`config.mk`:
```
export PLATFORM = sky130hd
export DESIGN_NAME = ren_chain_pipe
export DESIGN_NICKNAME = d
export VERILOG_FILES = /design/src/rtl/ren_chain_pipe.sv
export SDC_FILE = /design/constraint.sdc
export NUM_CORES = 1
export LEC_CHECK = 0
export CAP_MARGIN = 20
export CORE_AREA = 2 2 39 41
export CTS_CLUSTER_SIZE = 20
export DETAILED_ROUTE_END_ITERATION = 8
export DIE_AREA = 0 0 41 43
export GPL_TIMING_DRIVEN = 0
export PLACE_DENSITY = 0.49
export SLEW_MARGIN = 5
export SYNTH_ARGS = -nofsm -noshare
export SYNTH_HDL_FRONTEND = slang
export SYNTH_SLANG_ARGS = --single-unit
```
`constraint.sdc`:
```
create_clock -name clk -period 2.2 [get_ports clk]
set_input_delay 0.44 -clock clk [delete_from_list [all_inputs] [get_ports clk]]
set_output_delay 0.44 -clock clk [all_outputs]
set_load 0.1 [all_outputs]
```
`src/rtl/ren_chain_pipe.sv`:
```
// ren_chain_pipe: registered read-enable delay line with per-bit reduction
// across all stages and a count of occupied stages. Every output is decoded
// from the stage registers alone, so no input reaches an output combinationally.
module ren_chain_pipe #(
   parameter int STAGES     = 4,
   parameter int WIDTH      = 1,
   parameter bit REDUCE_AND = 1'b0,
   localparam int BUSY_W    = (STAGES < 1) ? 1 : $clog2(STAGES + 1)
) (
   input  logic              clk,
   input  logic              reset,
   input  logic [WIDTH-1:0]  io_in_ren,
   input  logic              io_en,
   input  logic              io_flush,
   output logic [WIDTH-1:0]  io_out_ren,
   output logic [WIDTH-1:0]  io_result,
   output logic [BUSY_W-1:0] io_busy
);

   logic [WIDTH-1:0] stage_q [STAGES];
   logic [WIDTH-1:0] stage_d [STAGES];

   // Next-state: flush clears everything and wins over advance; advance shifts toward the tail
   always_comb begin
      for (int k = 0; k < STAGES; k++) begin
         stage_d[k] = stage_q[k];
      end
      if (io_flush) begin
         for (int k = 0; k < STAGES; k++) begin
            stage_d[k] = '0;
         end
      end else if (io_en) begin
         stage_d[0] = io_in_ren;
         for (int k = 1; k < STAGES; k++) begin
            stage_d[k] = stage_q[k-1];
         end
      end
   end

   // Stage registers with synchronous active-low clear
   always_ff @(posedge clk) begin
      if (!reset) begin
         for (int k = 0; k < STAGES; k++) begin
            stage_q[k] <= '0;
         end
      end else begin
         for (int k = 0; k < STAGES; k++) begin
            stage_q[k] <= stage_d[k];
         end
      end
   end

   // Output decode: tail vector, per-bit OR/AND across stages, and occupied-stage count
   always_comb begin
      io_out_ren = stage_q[STAGES-1];
      io_result  = REDUCE_AND ? {WIDTH{1'b1}} : {WIDTH{1'b0}};
      io_busy    = '0;
      for (int k = 0; k < STAGES; k++) begin
         if (REDUCE_AND) begin
            io_result = io_result & stage_q[k];
         end else begin
            io_result = io_result | stage_q[k];
         end
         if (stage_q[k] != '0) begin
            io_busy = io_busy + BUSY_W'(1);
         end
      end
   end

endmodule

```
==> flow_summary.yaml <==
critical_path:
  r2r_end: "stage_q[0][3]$_DFF_P_"
  path_max_fanout: 4
  arrival_ns: 1.74
  rr_startpoint: "stage_q[0][2]$_SDFFE_PP0P_"
  setup.worst_path.end_class: "output port"
  slowest_stage: "dfxtp_4"
  cp_data_required_time_ns: 1.76
  r2r_setup_slack_ns: 1.40
  startpoint_type: "register"
  rr_worst_depth: 2
  cpPeakStageDelay_ns: 0.35
  path_cells: "inv_2 -> ha_4 -> xor2_4 -> ha_4 -> nand2_4 -> xor2_4 -> buf_12"
  critical_path_class: "reg -> out"
clocking:
  cts_tree: "yes"
  ctsHoldBuffers: 0
  clock_sinks: 4
  clk_path_buf_depth: 2
  clkLatencyLatePin_ns: 0.23
  numCtsBuffers: 3
  htree_num_levels: 1
  clk_pin_slew_ns: 0.03
  clockRootBuffer: "clkbuf_4"
routing:
  drt_pass1_iterations: 1
  wl_per_cell_um: 8.34
  vias: 246
  via_per_inst: 4.24
  ant_nets: 0
  wl_um: 484
  drt-initial-drc-count: 0
  drc: 0
cells_and_area:
  final_area_um2: 502
  final_net_count: 52
  syn2layout_area_growth_pct: 92.8
  antenna_cells: 0
  largest_reg_flops: 4
  regMostFlops: "stage_q"
  fin_util_pct: 36.3
  final_common_cell: "nor2_1"
  final_cell_mix: "5 x nor2_1, 4 x mux2i_1, 4 x clkbuf_4"
  drive_above_1_share_pct: 54.8
  top_regs: "stage_q (4)"
  final_cells: 58
synthesis:
  postSynthNetCount: 38
  synth_seq_area_share_pct: 30.8
  ys.warnings.count: 0
  synth_area_um2: 260
  yosysUniqueCellTypes: 13
  ys_seq_elements: 4
  synth-simple-area-share_pct: 22.1
  synth_top_family_by_area: "simple AND/OR/NAND/NOR gates"
  synth_cells: 30
  synth_compound_gate_area_share_pct: 2.88
  synthMuxAreaShare_pct: 15.4
  avgSynthCellArea_um2: 8.68
  synthAdderAreaFrac_pct: 14.4
  synth_xor_area_share_pct: 10.1
job:
  max-cap-violations: 0
grt:
  use_met3_pct: 1.57
  use_met2_pct: 13.4
  grt_pass1_wl_um: 1010
  gr-usage-met1_pct: 9.06
  antenna_found_initial: 0
  grt_pass1_vias: 264
  grt_max_degree: 8
  overflow: 0
  grt.busiest_layer: "met2"
  grt.total_usage_pct: 8.95
floorplanning:
  die_height_um: 43
  die_area_um2: 1760
  fp.coreArea_um2: 1380
  rows: 14
  die_width_um: 41
  boundaryPins: 10
  start_util_pct: 18.8
placement:
  dp.cells: 54
  postPlaceCellArea_um2: 442
  routabilityCongestion: 0.659
  portBuffers: 8
timing:
  setup_violations: 0
  fin_crit_sh_pct: 99.1
  final_max_slew_viol_count: 0
  worstMarginPinSlew_ns: 0.951
  max_freq_mhz: 459
  rsz0062_at_grt: "yes"
  slew_headroom_pct: 36.8
  skew_ns: 0.000115
  hold_violations: 0
  whs_ns: 0.533
  period_needed_ns: 2.18
outcome:
  status: "completed"
power:
  p_total_uw: 195
  powerDensity_nw_per_um2: 389
  ir_drop_v: 0.000207
  p_leak_nw: 0.217
hold_path:
  hold_path.class: "reg -> reg"
  holdPathEnd: "stage_q[0][1]$_SDFFE_PP0P_"
  holdPathStages: 2
  min-delay-start: "stage_q[0][1]$_SDFFE_PP0P_"
metrics by stage:
stage | setup TNS, ns | worst slack (ns)
after detailed placement | -2.09 | -0.745
after global placement | -2.03 | -0.724
final | 0 | 0.0208
after global routing | -0.107 | -0.0676
after floorplan | -0.382 | -0.344
after CTS | 0 | 0.00214
cells by family (layout without fill, tap and decap cells):
| logic type | after synthesis | in the layout |
|---|---|---|
| compound gates | 1 | 1 |
| xor+xnor | 3 | 3 |
| fa+ha+maj | 3 | 3 |
| buf+inv | 3 | 15 |
| flops | 4 | 4 |
| mux | 4 | 4 |
| simple gates | 12 | 12 |
cell usage after synthesis:
library cell  n  area share (%)
nor2_1        6             8.7
dfxtp_1       4              31
mux2i_1       4              15
ha_1          3              14
xor2_1        3              10
inv_1         2             2.9
nand2_1       2             2.9
and2_2        1             2.9
clkbuf_1      1             1.4
nand2b_1      1             2.4
nand3_1       1             1.9
o31ai_1       1             2.9
or3b_2        1             3.4
worst max-delay path by stage:
stage          cells after the start         end                        from
6_report                           7  io_busy[2]  stage_q[0][1]$_SDFFE_PP0P_
5_1_grt                            7  io_busy[2]  stage_q[0][1]$_SDFFE_PP0P_
4_1_cts                            7  io_busy[2]  stage_q[0][1]$_SDFFE_PP0P_
3_5_place_dp                       7  io_busy[2]  stage_q[0][1]$_SDFFE_PP0P_
3_3_place_gp                       7  io_busy[2]  stage_q[0][1]$_SDFFE_PP0P_
2_1_floorplan                      4  io_busy[1]  stage_q[0][1]$_SDFFE_PP0P_
repair_timing:
action                                  CTS  global route
endpoints found under the setup margin    5             3
resized for setup                        29             3
pin swaps                                 2             1
buffers inserted                          1             0
layer usage:
layer	wire [um]	vias to the layer above
met5	0	-
met4	0	0
met3	41	0
met2	263	9
met1	179	115
li1	-	122
critical path, delay by kind of cell (launching register included):
kind / cells / cell delay, ns
buffers and inverters: 2 / 0.23
adders and majority gates: 2 / 0.46
DFF: 1 / 0.35
xor gates and xnor gates: 2 / 0.40
and+or+nand+nor: 1 / 0.06
power breakdown:
part	switching, mW	leakage [nW]	internal, mW	total [mW]
sequential	0.000838	0.0341	0.0728	0.0736
clock	0.0255	0.0138	0.0607	0.0862
combinational	0.0203	0.169	0.0149	0.0352
layout make-up:
cell class                 instances  area (um^2)
fill                             149          882
multi-input combinational         23          265
timing repair buffer               9         96.3
sequential                         4         86.3
clock buffer                       3         22.5
tap                               16         20.0
inverter                           2         7.51
buffer                             1         3.75
(Power assumes the default switching activity.)
